===== src/rtl/lfsr_pkg.sv =====
// Shared types and defaults for the LFSR round-robin arbiter.
package lfsr_pkg;

    typedef enum logic [1:0] {
        IDLE  = 2'd0,
        STEP  = 2'd1,
        GRANT = 2'd2
    } state_t;

    localparam int                LFSR_W        = 4;
    localparam logic [LFSR_W-1:0] LFSR_TAPS_DEF = 4'b1100;
    localparam logic [LFSR_W-1:0] LFSR_SEED_DEF = 4'b0001;

    // Widest requester vector the pick function can search.
    localparam int RR_MAX = 32;

    // Round-robin pick: first set bit of req searching upward from last+1,
    // wrapping modulo n. Returns last when nothing is requested.
    function automatic int rr_pick(input logic [RR_MAX-1:0] req,
                                   input int last,
                                   input int n);
        int   idx;
        logic found;
        rr_pick = last;
        found   = 1'b0;
        for (int i = 1; i <= RR_MAX; i++) begin
            if (i <= n && !found) begin
                idx = last + i;
                if (idx >= n) idx = idx - n;
                if (req[idx[4:0]]) begin
                    rr_pick = idx;
                    found   = 1'b1;
                end
            end
        end
    endfunction

endpackage


===== src/rtl/lfsr_core.sv =====
// Fibonacci LFSR: shift left with feedback into bit 0, loadable seed with
// an all-zero guard so the register can never lock up.
module lfsr_core
    import lfsr_pkg::*;
#(
    parameter int               WIDTH = LFSR_W,
    parameter logic [WIDTH-1:0] TAPS  = LFSR_TAPS_DEF,
    parameter logic [WIDTH-1:0] SEED  = LFSR_SEED_DEF
) (
    input  logic             clk,
    input  logic             RST,
    input  logic             en,
    input  logic             load,
    input  logic [WIDTH-1:0] load_val,
    output logic [WIDTH-1:0] q
);

    logic [WIDTH-1:0] lfsr_q;
    logic [WIDTH-1:0] lfsr_d;

    // Next state: load (zero replaced by SEED) beats advance; otherwise hold.
    always_comb begin
        lfsr_d = lfsr_q;
        if (load) begin
            lfsr_d = (load_val == '0) ? SEED : load_val;
        end else if (en) begin
            lfsr_d = {lfsr_q[WIDTH-2:0], ^(lfsr_q & TAPS)};
        end
    end

    // State register, returns to SEED on reset.
    always_ff @(posedge clk) begin
        if (RST) lfsr_q <= SEED;
        else     lfsr_q <= lfsr_d;
    end

    assign q = lfsr_q;

endmodule


===== src/rtl/lfsr_arbiter.sv =====
// Round-robin scheduler sharing one LFSR among N_REQ requesters. Each grant
// advances the LFSR STEPS times, then pulses gnt for one cycle with the word.
module lfsr_arbiter
    import lfsr_pkg::*;
#(
    parameter int               N_REQ = 4,
    parameter int               WIDTH = LFSR_W,
    parameter int               STEPS = 4,
    parameter logic [WIDTH-1:0] TAPS  = LFSR_TAPS_DEF,
    parameter logic [WIDTH-1:0] SEED  = LFSR_SEED_DEF
) (
    input  logic             clk,
    input  logic             RST,
    input  logic [N_REQ-1:0] req,
    input  logic             seed_load,
    input  logic [WIDTH-1:0] seed_val,
    output logic [N_REQ-1:0] gnt,
    output logic [WIDTH-1:0] rnd_o,
    output logic             busy,
    output logic [WIDTH-1:0] lfsr_o
);

    localparam int OWN_W = $clog2(N_REQ);
    localparam int CNT_W = $clog2(STEPS + 1);

    state_t           state_q, state_d;
    logic [CNT_W-1:0] cnt_q,   cnt_d;
    logic [OWN_W-1:0] owner_q, owner_d;
    logic [OWN_W-1:0] last_q,  last_d;
    logic [N_REQ-1:0] gnt_q,   gnt_d;
    logic             busy_q,  busy_d;

    logic             lfsr_en;
    logic             lfsr_load;
    logic [WIDTH-1:0] lfsr_q;

    lfsr_core #(
        .WIDTH (WIDTH),
        .TAPS  (TAPS),
        .SEED  (SEED)
    ) u_core (
        .clk      (clk),
        .RST      (RST),
        .en       (lfsr_en),
        .load     (lfsr_load),
        .load_val (seed_val),
        .q        (lfsr_q)
    );

    // FSM next state, LFSR controls and registered-output decode.
    always_comb begin
        state_d   = state_q;
        cnt_d     = cnt_q;
        owner_d   = owner_q;
        last_d    = last_q;
        lfsr_en   = 1'b0;
        lfsr_load = 1'b0;
        case (state_q)
            IDLE: begin
                // Seed loading wins over a same-cycle request.
                if (seed_load) begin
                    lfsr_load = 1'b1;
                end else if (req != '0) begin
                    owner_d = OWN_W'(rr_pick(RR_MAX'(req), int'(last_q), N_REQ));
                    cnt_d   = '0;
                    state_d = STEP;
                end
            end
            STEP: begin
                lfsr_en = 1'b1;
                cnt_d   = cnt_q + 1'b1;
                if (cnt_q == CNT_W'(STEPS - 1)) state_d = GRANT;
            end
            GRANT: begin
                last_d  = owner_q;
                state_d = IDLE;
            end
            default: state_d = IDLE;
        endcase

        gnt_d = '0;
        if (state_d == GRANT) gnt_d[owner_d] = 1'b1;
        busy_d = (state_d != IDLE);
    end

    // Control and output registers; reset discards any pending grant.
    always_ff @(posedge clk) begin
        if (RST) begin
            state_q <= IDLE;
            cnt_q   <= '0;
            owner_q <= '0;
            last_q  <= OWN_W'(N_REQ - 1);
            gnt_q   <= '0;
            busy_q  <= 1'b0;
        end else begin
            state_q <= state_d;
            cnt_q   <= cnt_d;
            owner_q <= owner_d;
            last_q  <= last_d;
            gnt_q   <= gnt_d;
            busy_q  <= busy_d;
        end
    end

    assign gnt    = gnt_q;
    assign busy   = busy_q;
    assign rnd_o  = lfsr_q;
    assign lfsr_o = lfsr_q;

endmodule


===== config.mk =====
export PLATFORM = sky130hd
export DESIGN_NAME = lfsr_arbiter
export DESIGN_NICKNAME = d
export VERILOG_FILES = /design/src/rtl/lfsr_pkg.sv /design/src/rtl/lfsr_core.sv /design/src/rtl/lfsr_arbiter.sv
export SDC_FILE = /design/constraint.sdc
export NUM_CORES = 1
export LEC_CHECK = 0
export BUFFER_PORTS_ARGS = -buffer_cell sky130_fd_sc_hd__buf_2
export CORE_MARGIN = 4
export CORE_UTILIZATION = 51
export DETAILED_ROUTE_END_ITERATION = 10
export PLACE_DENSITY = 0.74
export SETUP_SLACK_MARGIN = 0.15
export SYNTH_ARGS = -nofsm -noshare
export SYNTH_HDL_FRONTEND = slang
export SYNTH_SLANG_ARGS = --single-unit

===== constraint.sdc =====
create_clock -name clk -period 3.85 [get_ports clk]
set_input_delay 0.77 -clock clk [delete_from_list [all_inputs] [get_ports clk]]
set_output_delay 0.77 -clock clk [all_outputs]
set_load 0.02 [all_outputs]

==> results of run 1 <==
==> worst reg2reg max path, cell delays in order, from the launching register on <==
cell and delay [ps]:
sky130_fd_sc_hd__dfxtp_1 580, sky130_fd_sc_hd__inv_1 180, sky130_fd_sc_hd__ha_1 390, sky130_fd_sc_hd__a21bo_2 250
sky130_fd_sc_hd__o211ai_1 240, sky130_fd_sc_hd__a311o_1 260, sky130_fd_sc_hd__a21oi_1 80
==> through the flow <==
stage / worst slack [ps] / power, uW / cell area, sq um
final: 1776 / 379.2 / 1132
after floorplan: 1971 / 251.1 / 1003
after CTS: 1764 / 382.2 / 1132
after global placement: 1837 / 266.1 / 1096
after global routing: 1574 / 401.1 / 1132
after detailed placement: 1797 / 267.6 / 1096
==> cell families after synthesis <==
family,share of synthesized area [%]
buffers and inverters,7.232
xor gates and xnor gates,0.8730
and+or+nand+nor,21.32
AOI/OAI and AO/OA,20.57
muxes,5.361
DFF,35.91
adders and majority gates,8.728
==> state kept, by name (all words and copies together) (netlist names) <==
| register | flops |
|---|---|
| busy | 1 |
| cnt_q | 3 |
| gnt | 4 |
| last_q | 2 |
| owner_q | 2 |
| state_q | 2 |
| u_core.q | 4 |
==> layer usage <==
| layer | up-vias | share of wire, % |
|---|---|---|
| li1 | 453 | - |
| met1 | 428 | 42 |
| met2 | 21 | 53 |
| met3 | 2 | 4.8 |
| met4 | 0 | 0.40 |
| met5 | - | 0 |
==> cell usage in the layout, fill, tap and decap left out, types with 2 or more instances in the layout <==
master                     instances
sky130_fd_sc_hd__o21ai_0           7
sky130_fd_sc_hd__nand3_1           3
sky130_fd_sc_hd__o211ai_1          2
sky130_fd_sc_hd__nor3_1            4
sky130_fd_sc_hd__nand2b_1          6
sky130_fd_sc_hd__mux2i_1           2
sky130_fd_sc_hd__mux2_2            3
sky130_fd_sc_hd__ha_1              7
sky130_fd_sc_hd__a21oi_1           9
sky130_fd_sc_hd__nor2_1            4
sky130_fd_sc_hd__and3_1            2
sky130_fd_sc_hd__buf_2            23
sky130_fd_sc_hd__a22oi_1           3
sky130_fd_sc_hd__clkbuf_4          3
sky130_fd_sc_hd__or4_1             2
sky130_fd_sc_hd__nor3b_1           2
sky130_fd_sc_hd__nand2_1          11
sky130_fd_sc_hd__dfxtp_1          18
sky130_fd_sc_hd__inv_1             5
sky130_fd_sc_hd__nor4_1            2
sky130_fd_sc_hd__a211oi_1          2
==> worst max path at each step <==
stage | start | end | slack [ps] | cells past startpoint
after floorplan | seed_load | owner_q[0] | 1970 | 4
after global placement | seed_load | owner_q[0] | 1840 | 5
after detailed placement | last_q[0] | gnt[3] | 1800 | 6
after CTS | last_q[0] | gnt[3] | 1760 | 6
after global routing | last_q[0] | gnt[2] | 1570 | 6
final | last_q[0] | owner_q[1] | 1780 | 6
==> power groups by stage <==
stage | Sequential (uW) | Combinational, uW | Clock (uW)
floorplan | 210 | 41.1 | 0
global placement | 205 | 61.0 | 0
detailed placement | 205 | 62.2 | 0
CTS | 201 | 62.2 | 119
global route | 203 | 67.7 | 131
finish | 201 | 62.0 | 116
==> layout make-up <==
| type | instances | area [sq um] |
|---|---|---|
| clock buffers | 4 | 36.28 |
| inverters | 5 | 18.77 |
| multi-input cells | 84 | 570.5 |
| well taps | 25 | 31.28 |
| flip-flops and latches | 18 | 360.3 |
| repair buffers | 23 | 115.1 |
| fillers | 184 | 669.4 |
==> insert_results.sql, run 1 <==
INSERT INTO impl_metrics (metric_group, metric, value, unit) VALUES
('status', 'status', 'finished clean', ''),
('worst_setup_path', 'rr_worst_depth', '6', ''),
('clocking', 'max-clock-path-buffers', '2', ''),
('timing', 'time_the_final_worst_path_needs_with_i_o_delays_and_setup', '2074', 'ps'),
('final_layout', 'antenna_cells_inserted', '0', ''),
('global_routing', 'first_global_vias', '819', ''),
('yosys', 'synth.top_cells.by_count', 'sky130_fd_sc_hd__dfxtp_1, sky130_fd_sc_hd__nand2_1, sky130_fd_sc_hd__a21oi_1', ''),
('global_routing', 'use_met3', '2.849', '%'),
('floorplan', 'area_of_the_placeable_core', '1802', 'sq um'),
('pwr', 'power.ir.vdd_worst', '0.2076', 'mV'),
('worst_setup_path', 'rr_endpoint', 'owner_q[1]', ''),
('yosys', 'asyncSetResetFlopFracSynth', '0', '%'),
('yosys', 'synthesis.nets', '133', ''),
('job', 'cap_viol_max_count', '0', ''),
('timing', 'timing.final.setup_violations', '0', ''),
('min_path', 'whs_path_depth', '2', ''),
('clocking', 'hold_buffers', '0', ''),
('min_path', 'timing.hold.worst.start', 'cnt_q[2]', ''),
('detailed_routing', 'first_pass_iters', '4', ''),
('yosys', 'ys_ff_latch', '18', ''),
('final_layout', 'num-nets-final', '153', ''),
('placement', 'place.gp.congestion', '0.8474', ''),
('pwr', 'share_comb_of_total_power', '16.3', '%'),
('yosys', 'post_synthesis_instance_area', '1003', 'sq um'),
('worst_setup_path', 'criticalPathCategory', 'flip-flop to flip-flop', ''),
('clocking', 'cts_buffers', '3', ''),
('detailed_routing', 'drc_errors', '0', ''),
('final_layout', 'layout-drive-gt1-share', '23.88', '%'),
('timing', 'timing_hold_violations_final', '0', ''),
('yosys', 'yosys_warnings', '0', ''),
('timing', 'finClkSkew', '2.911', 'ps'),
('floorplan', 'die_width', '52.36', 'um'),
('detailed_routing', 'drt-vias-per-instance', '5.686', ''),
('global_routing', 'first_pass_grt_wire_length', '3346', 'um'),
('detailed_routing', 'post_drt_wl_per_cell', '12.64', 'um'),
('yosys', 'netlist_instances', '115', ''),
('yosys', 'synth_edf_count', '0', ''),
('timing', 'worst_pin_slew', '664.7', 'ps'),
('yosys', 'syn_area_per_cell', '8.726', 'sq um'),
('yosys', 'synth.area.top_cells', 'sky130_fd_sc_hd__dfxtp_1, sky130_fd_sc_hd__ha_1, sky130_fd_sc_hd__a21oi_1', ''),
('yosys', 'synth.largest_area_cell', 'sky130_fd_sc_hd__dfxtp_1', ''),
('timing', 'timing.final.crit_share', '53.88', '%'),
('worst_setup_path', 'critPathRequiredTime', '4030', 'ps'),
('worst_setup_path', 'worstPathArrival', '2260', 'ps'),
('clocking', 'postCtsSetupBuffers', '0', ''),
('worst_setup_path', 'timing.critical_path.slowest_cell_delay', '580', 'ps'),
('clocking', 'tritoncts', 'built', ''),
('yosys', 'part_of_the_yosys_area_used_for_sequential_elements', '35.91', '%'),
('timing', 'slew_headroom', '55.59', '%'),
('timing', 'grt_setup_unrepaired', 'false', ''),
('min_path', 'holdPathEnd', 'cnt_q[2]', ''),
('global_routing', 'grt_antenna_before_repair', '0', ''),
('pwr', 'net-switching-power', '102.2', 'uW'),
('detailed_routing', 'initial_drt_markers', '18', ''),
('floorplan', 'floorplan.initialDensity', '55.69', '%'),
('worst_setup_path', 'crit_path_start_kind', 'flip-flop', ''),
('clocking', 'clk_pin_slew', '100', 'ps'),
('pwr', 'p_leak', '0.0005028', 'uW'),
('placement', 'port-buffer-count', '23', ''),
('floorplan', 'rows', '15', ''),
('worst_setup_path', 'crit_chain', 'inv_1, ha_1, a21bo_2, o211ai_1, a311o_1, a21oi_1', ''),
('yosys', 'synthDominantCellAreaShare', '35.91', '%'),
('clocking', 'post_cts.resized_instances', '0', ''),
('final_layout', 'syn2layout_area_growth', '12.84', '%'),
('worst_setup_path', 'crit_family', 'compound AO/OA/AOI/OAI gates', ''),
('worst_setup_path', 'cp-end-kind', 'flip-flop', ''),
('detailed_routing', 'drtAntennaViolNets', '0', ''),
('worst_setup_path', 'cp.buffers_inverters', '1', ''),
('global_routing', 'busiest_layer_in_global_routing', 'met2', ''),
('floorplan', 'die_height', '52.36', 'um'),
('pwr', 'pwr-share-seq', '53.1', '%');
Power figures use the tool's default switching activity.
==> run 2: changes to the inputs <==
--- a/config.mk
+++ b/config.mk
@@ -5,11 +5,12 @@
 export SDC_FILE = /design/constraint.sdc
 export NUM_CORES = 1
 export LEC_CHECK = 0
+export ABC_AREA = 1
 export BUFFER_PORTS_ARGS = -buffer_cell sky130_fd_sc_hd__buf_2
 export CORE_MARGIN = 4
-export CORE_UTILIZATION = 51
+export CORE_UTILIZATION = 47
 export DETAILED_ROUTE_END_ITERATION = 10
-export PLACE_DENSITY = 0.74
+export PLACE_DENSITY = 0.71
 export SETUP_SLACK_MARGIN = 0.15
 export SYNTH_ARGS = -nofsm -noshare
 export SYNTH_HDL_FRONTEND = slang
==> constraint.sdc (replaced) <==
create_clock -name clk -period 1.8 [get_ports clk]
set_input_delay 0.36 -clock clk [delete_from_list [all_inputs] [get_ports clk]]
set_output_delay 0.36 -clock clk [all_outputs]
set_load 0.02 [all_outputs]
==> insert_results.sql, run 2 <==
INSERT INTO impl_metrics (metric_group, metric, value, unit) VALUES
('status', 'status', 'finished clean', ''),
('yosys', 'ys_ff_latch', '18', ''),
('yosys', 'synth_cell_type_count', '28', ''),
('worst_setup_path', 'setup.reg_to_reg.worst_slack', '160', 'ps'),
('final_layout', 'final_design_area_no_fill', '1310', 'sq um'),
('worst_setup_path', 'rr_worst_depth', '11', ''),
('floorplan', 'area_of_the_placeable_core', '2191', 'sq um'),
('yosys', 'synthesis.nets', '159', ''),
('pwr', 'power_density', '650.3', 'nW/um^2'),
('global_routing', 'overflow', '0', ''),
('detailed_routing', 'route.vias.total', '986', ''),
('final_layout', 'layoutNonFillerInstCount', '194', ''),
('final_layout', 'syn2layout_area_growth', '21.60', '%'),
('timing', 'timing.final.setup_violations', '0', ''),
('worst_setup_path', 'critPathRequiredTime', '2000', 'ps'),
('yosys', 'fraction_of_synthesized_cell_area_in_xor_and_xnor_cells', '0.8130', '%'),
('pwr', 'power_total', '851.9', 'uW'),
('detailed_routing', 'wl', '2280', 'um'),
('yosys', 'muxShareOfSynthArea', '0', '%'),
('yosys', 'netlist_instances', '141', ''),
('floorplan', 'floorplan.initialDensity', '49.17', '%'),
('timing', 'slew_headroom', '73.57', '%'),
('clocking', 'cts.htree.levels', '1', ''),
('placement', 'placement.cell_area', '1211', 'sq um'),
('timing', 'timing.final.crit_share', '91.25', '%'),
('clocking', 'skew_pair_late_insertion_delay', '290', 'ps'),
('detailed_routing', 'initial_drt_markers', '25', ''),
('final_layout', 'layout.filler_cells', '199', ''),
('timing', 'slew_viol_final', '0', ''),
('pwr', 'pwr-share-seq', '50.3', '%'),
('global_routing', 'grtUsageTotal', '14.80', '%'),
('floorplan', 'die_height', '55.88', 'um'),
('placement', 'placedCellCount', '187', ''),
('pwr', 'power.ir.vdd_worst', '0.4951', 'mV'),
('global_routing', 'first_pass_grt_wire_length', '3767', 'um'),
('yosys', 'yosys_warnings', '0', ''),
('yosys', 'synth.largest_area_cell', 'sky130_fd_sc_hd__dfxtp_1', ''),
('clocking', 'clock-root-buffer', 'sky130_fd_sc_hd__clkbuf_4', ''),
('pwr', 'power.share.switching', '29.76', '%'),
('yosys', 'synthDominantCellAreaShare', '33.45', '%'),
('placement', 'dp_hpwl', '1691', 'um'),
('clocking', 'clock_sink_count', '18', ''),
('yosys', 'post_synthesis_instance_area', '1077', 'sq um'),
('timing', 'time_the_final_worst_path_needs_with_i_o_delays_and_setup', '1642', 'ps'),
('min_path', 'whs_path_depth', '3', ''),
('yosys', 'yosys.cell_count.top_type', 'sky130_fd_sc_hd__nand2_1', ''),
('placement', 'place.gp.congestion', '0.8852', ''),
('floorplan', 'i_o_pins', '24', ''),
('worst_setup_path', 'worstPathArrival', '1840', 'ps'),
('yosys', 'synth.area.top_cells', 'sky130_fd_sc_hd__dfxtp_1, sky130_fd_sc_hd__nand2_1, sky130_fd_sc_hd__ha_1', ''),
('timing', 'fmaxAchievable', '0.6088', 'GHz'),
('detailed_routing', 'drtAntennaViolNets', '0', ''),
('min_path', 'timing.hold.worst.start', 'seed_val[2]', ''),
('pwr', 'share_comb_of_total_power', '20.2', '%'),
('yosys', 'part_of_the_yosys_area_used_for_sequential_elements', '33.45', '%'),
('clocking', 'tritoncts', 'built', ''),
('global_routing', 'first_global_vias', '957', ''),
('placement', 'port-buffer-count', '23', ''),
('detailed_routing', 'first_pass_iters', '4', ''),
('pwr', 'net-switching-power', '253.5', 'uW'),
('yosys', 'synthSimpleGateAreaFrac', '39.26', '%'),
('clocking', 'max-clock-path-buffers', '2', ''),
('job', 'cap_viol_max_count', '0', ''),
('worst_setup_path', 'crit_path_start_kind', 'flip-flop', ''),
('detailed_routing', 'drc_errors', '0', ''),
('final_layout', 'final_common_cell', 'sky130_fd_sc_hd__nand2_1', ''),
('yosys', 'asyncSetResetFlopFracSynth', '0', '%'),
('yosys', 'syn_area_per_cell', '7.640', 'sq um'),
('timing', 'hold_ws', '347.4', 'ps'),
('final_layout', 'final_cell_mix', 'sky130_fd_sc_hd__nand2_1, sky130_fd_sc_hd__buf_2, sky130_fd_sc_hd__dfxtp_1', ''),
('worst_setup_path', 'cp-end-kind', 'flip-flop', ''),
('timing', 'grt_setup_unrepaired', 'true', ''),
('timing', 'timing_hold_violations_final', '0', ''),
('worst_setup_path', 'critical_path.reg2reg.startpoint', 'last_q[1]', ''),
('timing', 'worst_pin_slew', '395.0', 'ps'),
('final_layout', 'num-nets-final', '185', ''),
('worst_setup_path', 'rr_endpoint', 'gnt[2]', ''),
('yosys', 'dominant_combinational_cell_family_by_area_after_synthesis', 'simple AND/OR/NAND/NOR gates', ''),
('detailed_routing', 'drt-vias-per-instance', '5.082', ''),
('floorplan', 'dieArea', '3122', 'sq um'),
('pwr', 'p_clk_share', '29.4', '%'),
('clocking', 'clk_pin_slew', '110', 'ps'),
('min_path', 'holdPathEnd', 'u_core.q[2]', ''),
('floorplan', 'rows', '17', ''),
('min_path', 'hp-class', 'primary input to flip-flop', ''),
('detailed_routing', 'post_drt_wl_per_cell', '11.75', 'um'),
('global_routing', 'grt_max_degree', '12', ''),
('yosys', 'yosys.area_share.adder', '8.130', '%'),
('final_layout', 'layout-drive-gt1-share', '37.35', '%'),
('worst_setup_path', 'criticalPathCategory', 'flip-flop to flip-flop', ''),
('floorplan', 'die_width', '55.88', 'um'),
('worst_setup_path', 'timing.critical_path.fanout_max', '6', ''),
('final_layout', 'antenna_cells_inserted', '0', ''),
('timing', 'fin_tns_setup', '0', 'ps'),
('clocking', 'cts_buffers', '3', ''),
('global_routing', 'grt_antenna_before_repair', '0', ''),
('pwr', 'p_leak', '0.0006496', 'uW'),
('yosys', 'synth-compound-area-share', '8.943', '%'),
('yosys', 'synth.top_cells.by_count', 'sky130_fd_sc_hd__nand2_1, sky130_fd_sc_hd__dfxtp_1, sky130_fd_sc_hd__nand3_1', ''),
('timing', 'finClkSkew', '4.494', 'ps'),
('yosys', 'synth_edf_count', '0', ''),
('clocking', 'hold_buffers', '0', ''),
('yosys', 'synth-main-ff-cell', 'sky130_fd_sc_hd__dfxtp_1', ''),
('pwr', 'internal-power', '598.4', 'uW');
run 2: timing repair:
action / 4_1_cts / 5_1_grt
gates resized for setup: 4 / 9
setup buffers: 1 / 2
cloned: 0 / 0
pin swaps: 0 / 4
endpoints found under the setup margin: 5 / 6
run 2: area by class of cell:
class / count / area [sq um] / area share [%]
Clock buffer: 4 / 36.28 / 2.770
Sequential cell: 18 / 367.9 / 28.08
Multi-Input combinational cell: 100 / 658.1 / 50.24
Tap cell: 28 / 35.03 / 2.674
Timing Repair Buffer: 26 / 137.6 / 10.51
Inverter: 18 / 75.07 / 5.731
run 2: how the worst max path moves through the flow:
stage                    from  endpoint  slack (ps)  depth (start not counted)
finish              last_q[1]    gnt[2]         160                         11
global route        last_q[1]    gnt[2]          70                         11
CTS                 last_q[1]    gnt[2]         180                         11
detailed placement  last_q[0]    gnt[2]         100                         11
global placement    last_q[0]    gnt[0]         160                         13
floorplan           last_q[0]    gnt[2]         240                         11
run 2: cells by family after synthesis:
logic type | Yosys count
buf+inv | 23
flops | 18
simple gates | 75
fa+ha+maj | 7
compound gates | 17
xor+xnor | 1
run 2: per-stage QoR:
step                      utilization, %  worst slack [ps]
final                              59.79             157.5
after global placement             55.28             163.5
after floorplan                        -             236.7
after global routing               59.79             70.95
after CTS                          57.51             178.4
after detailed placement           55.28             97.50
run 2: power groups by stage:
stage,Sequential [uW],Combinational (uW),Clock (uW)
6_report,429,173,250
4_1_cts,429,168,257
3_5_place_dp,439,167,0
2_1_floorplan,450,117,0
3_3_place_gp,438,163,0
5_1_grt,432,194,275
run 2: routing by layer:
layer | wire [um] | vias up | GRT usage [%] | part of all wire (%)
met4 | 12 | 0 | 5.085 | 0.53
met1 | 986 | 448 | 16.83 | 43
met3 | 120 | 2 | 4.176 | 5.3
li1 | - | 508 | - | -
met5 | 0 | - | 0 | 0
met2 | 1160 | 28 | 26.35 | 51
run 2: critical path, stage by stage (launching register included):
cell and delay, ps:
sky130_fd_sc_hd__dfxtp_4 400, sky130_fd_sc_hd__inv_4 50, sky130_fd_sc_hd__ha_4 260, sky130_fd_sc_hd__inv_4 80
sky130_fd_sc_hd__nand3_4 80, sky130_fd_sc_hd__nand3_4 120, sky130_fd_sc_hd__nand2_1 80, sky130_fd_sc_hd__nand3_1 100
sky130_fd_sc_hd__nand3_1 80, sky130_fd_sc_hd__nand3_2 90, sky130_fd_sc_hd__nand2_2 60, sky130_fd_sc_hd__nor2b_1 130
==> run 3: changes to the inputs <==
--- a/config.mk
+++ b/config.mk
@@ -8,9 +8,9 @@
 export ABC_AREA = 1
 export BUFFER_PORTS_ARGS = -buffer_cell sky130_fd_sc_hd__buf_2
 export CORE_MARGIN = 4
-export CORE_UTILIZATION = 47
+export CORE_UTILIZATION = 51
 export DETAILED_ROUTE_END_ITERATION = 10
-export PLACE_DENSITY = 0.71
+export PLACE_DENSITY = 0.73
 export SETUP_SLACK_MARGIN = 0.15
 export SYNTH_ARGS = -nofsm -noshare
 export SYNTH_HDL_FRONTEND = slang
==> constraint.sdc (replaced) <==
create_clock -name clk -period 1.61 [get_ports clk]
set_input_delay 0.322 -clock clk [delete_from_list [all_inputs] [get_ports clk]]
set_output_delay 0.322 -clock clk [all_outputs]
set_load 0.02 [all_outputs]
==> insert_results.sql, run 3 (synthesis results as in run 2) <==
INSERT INTO impl_metrics (metric_group, metric, value, unit) VALUES
('clocking', 'cts_buffers', '3', ''),
('pwr', 'p_leak', '0.0006647', 'uW'),
('timing', 'fin_ws', '13.93', 'ps'),
('worst_setup_path', 'rr_endpoint', 'gnt[2]', ''),
('floorplan', 'die_height', '53.96', 'um'),
('min_path', 'hp-class', 'primary input to flip-flop', ''),
('timing', 'finClkSkew', '7.601', 'ps'),
('placement', 'port-buffer-count', '23', ''),
('pwr', 'internal-power', '630.6', 'uW'),
('final_layout', 'layoutNonFillerInstCount', '195', ''),
('placement', 'place.gp.congestion', '0.8595', ''),
('final_layout', 'layout.filler_cells', '168', ''),
('timing', 'timing.final.setup_violations', '0', ''),
('final_layout', 'antenna_cells_inserted', '0', ''),
('floorplan', 'rows', '16', ''),
('detailed_routing', 'wl', '2164', 'um'),
('pwr', 'p_clk_share', '24.7', '%'),
('detailed_routing', 'drtAntennaViolNets', '0', ''),
('status', 'status', 'finished clean', ''),
('floorplan', 'i_o_pins', '24', ''),
('pwr', 'power_density', '674.5', 'nW/um^2'),
('floorplan', 'dieArea', '2912', 'sq um'),
('placement', 'placedCellCount', '187', ''),
('final_layout', 'syn2layout_area_growth', '23.58', '%'),
('global_routing', 'grtUsageTotal', '17.98', '%'),
('job', 'cap_viol_max_count', '0', ''),
('worst_setup_path', 'crit_path_start_kind', 'flip-flop', ''),
('final_layout', 'layout-drive-gt1-share', '39.29', '%'),
('clocking', 'hold_buffers', '0', ''),
('timing', 'time_the_final_worst_path_needs_with_i_o_delays_and_setup', '1596', 'ps'),
('floorplan', 'area_of_the_placeable_core', '1982', 'sq um'),
('timing', 'slew_headroom', '72.19', '%'),
('worst_setup_path', 'timing.critical_path.fanout_max', '6', ''),
('global_routing', 'first_global_vias', '944', ''),
('placement', 'placement.setup.worst_slack', '-8.733', 'ps'),
('global_routing', 'grt_antenna_before_repair', '0', ''),
('pwr', 'power.share.switching', '29.77', '%'),
('placement', 'dp_hpwl', '1688', 'um'),
('global_routing', 'overflow', '0', ''),
('final_layout', 'final_cell_mix', 'sky130_fd_sc_hd__nand2_1, sky130_fd_sc_hd__buf_2, sky130_fd_sc_hd__dfxtp_1', ''),
('timing', 'hold_ws', '308.0', 'ps'),
('clocking', 'clock-root-buffer', 'sky130_fd_sc_hd__clkbuf_4', ''),
('min_path', 'holdPathEnd', 'u_core.q[3]', ''),
('worst_setup_path', 'cp-end-kind', 'flip-flop', ''),
('timing', 'fin_tns_setup', '0', 'ps'),
('worst_setup_path', 'setup.reg_to_reg.worst_slack', '10', 'ps'),
('floorplan', 'die_width', '53.96', 'um'),
('timing', 'fmaxAchievable', '0.6265', 'GHz'),
('pwr', 'net-switching-power', '267.3', 'uW'),
('pwr', 'power_total', '897.9', 'uW'),
('pwr', 'pwr-share-seq', '53.4', '%'),
('pwr', 'power.ir.vdd_worst', '0.7145', 'mV'),
('final_layout', 'final_common_cell', 'sky130_fd_sc_hd__nand2_1', ''),
('timing', 'timing_hold_violations_final', '0', ''),
('final_layout', 'num-nets-final', '187', ''),
('clocking', 'max-clock-path-buffers', '2', ''),
('worst_setup_path', 'critPathRequiredTime', '1830', 'ps'),
('detailed_routing', 'route.vias.total', '975', ''),
('worst_setup_path', 'rr_worst_depth', '11', ''),
('clocking', 'cts.htree.levels', '1', ''),
('pwr', 'share_comb_of_total_power', '21.9', '%'),
('timing', 'slew_viol_final', '0', ''),
('worst_setup_path', 'worstPathArrival', '1820', 'ps'),
('detailed_routing', 'first_pass_iters', '4', ''),
('clocking', 'tritoncts', 'built', ''),
('clocking', 'skew_pair_late_insertion_delay', '290', 'ps'),
('global_routing', 'first_pass_grt_wire_length', '3850', 'um'),
('global_routing', 'grt_max_degree', '12', ''),
('timing', 'worst_pin_slew', '412.8', 'ps'),
('timing', 'grt_setup_unrepaired', 'true', ''),
('detailed_routing', 'drt-vias-per-instance', '5.000', ''),
('timing', 'timing.final.crit_share', '99.14', '%'),
('min_path', 'whs_path_depth', '3', ''),
('clocking', 'clk_pin_slew', '100', 'ps'),
('min_path', 'timing.hold.worst.start', 'seed_val[3]', ''),
('worst_setup_path', 'critical_path.reg2reg.startpoint', 'last_q[0]', ''),
('worst_setup_path', 'criticalPathCategory', 'flip-flop to flip-flop', ''),
('detailed_routing', 'post_drt_wl_per_cell', '11.10', 'um'),
('detailed_routing', 'drc_errors', '0', ''),
('detailed_routing', 'initial_drt_markers', '12', ''),
('floorplan', 'floorplan.initialDensity', '54.36', '%'),
('clocking', 'clock_sink_count', '18', '');
==> run 3: per-layer routing <==
layer,global-route usage (%),up-vias,share of wire (%)
met4,3.830,0,0.46
met2,33.67,19,51
met5,0,-,0
met1,19.63,439,44
met3,5.263,2,5.1
li1,-,515,-
==> run 3: cell type report <==
| type | count | area (sq um) | share of cell area [%] |
|---|---|---|---|
| Sequential cell | 18 | 367.9 | 27.63 |
| Inverter | 18 | 77.57 | 5.827 |
| Timing Repair Buffer | 28 | 152.6 | 11.47 |
| Tap cell | 27 | 33.78 | 2.538 |
| Multi-Input combinational cell | 100 | 673.1 | 50.56 |
| Clock buffer | 4 | 26.28 | 1.974 |
==> run 3: through the flow <==
step	utilization, %	instance area [sq um]
floorplan	-	1115
global placement	62.44	1237
detailed placement	62.44	1237
CTS	67.05	1329
global route	67.17	1331
finish	67.17	1331
==> run 3: power groups by stage <==
stage / Clock (uW) / Combinational (uW) / Sequential (uW)
6_report: 221 / 197 / 480
5_1_grt: 256 / 217 / 484
4_1_cts: 234 / 197 / 480
3_5_place_dp: 0 / 190 / 490
3_3_place_gp: 0 / 186 / 489
2_1_floorplan: 0 / 132 / 501
==> run 3: worst max-delay path by stage <==
stage	startpoint	to	slack [ps]	cells past startpoint
floorplan	last_q[0]	gnt[2]	130	10
global placement	last_q[0]	gnt[2]	30	11
detailed placement	last_q[0]	gnt[2]	-9	10
CTS	last_q[1]	gnt[2]	20	13
global route	last_q[1]	gnt[2]	-100	11
finish	last_q[0]	gnt[2]	10	11
==> run 3: timing repair <==
action                                  CTS  global route
resized for setup                         8             2
pin swaps                                 7             3
setup buffers                             4             0
endpoints found under the setup margin    6             7
==> run 3: worst max-delay path, stage by stage (launching register included) <==
cell and delay [ps]:
sky130_fd_sc_hd__dfxtp_4 410, sky130_fd_sc_hd__inv_6 50, sky130_fd_sc_hd__ha_4 300, sky130_fd_sc_hd__inv_4 50
sky130_fd_sc_hd__nand3_4 70, sky130_fd_sc_hd__nand3_4 110, sky130_fd_sc_hd__nand2_2 90, sky130_fd_sc_hd__nand3_2 80
sky130_fd_sc_hd__nand3_2 80, sky130_fd_sc_hd__nand3_2 90, sky130_fd_sc_hd__nand2_2 80, sky130_fd_sc_hd__nor2b_1 120
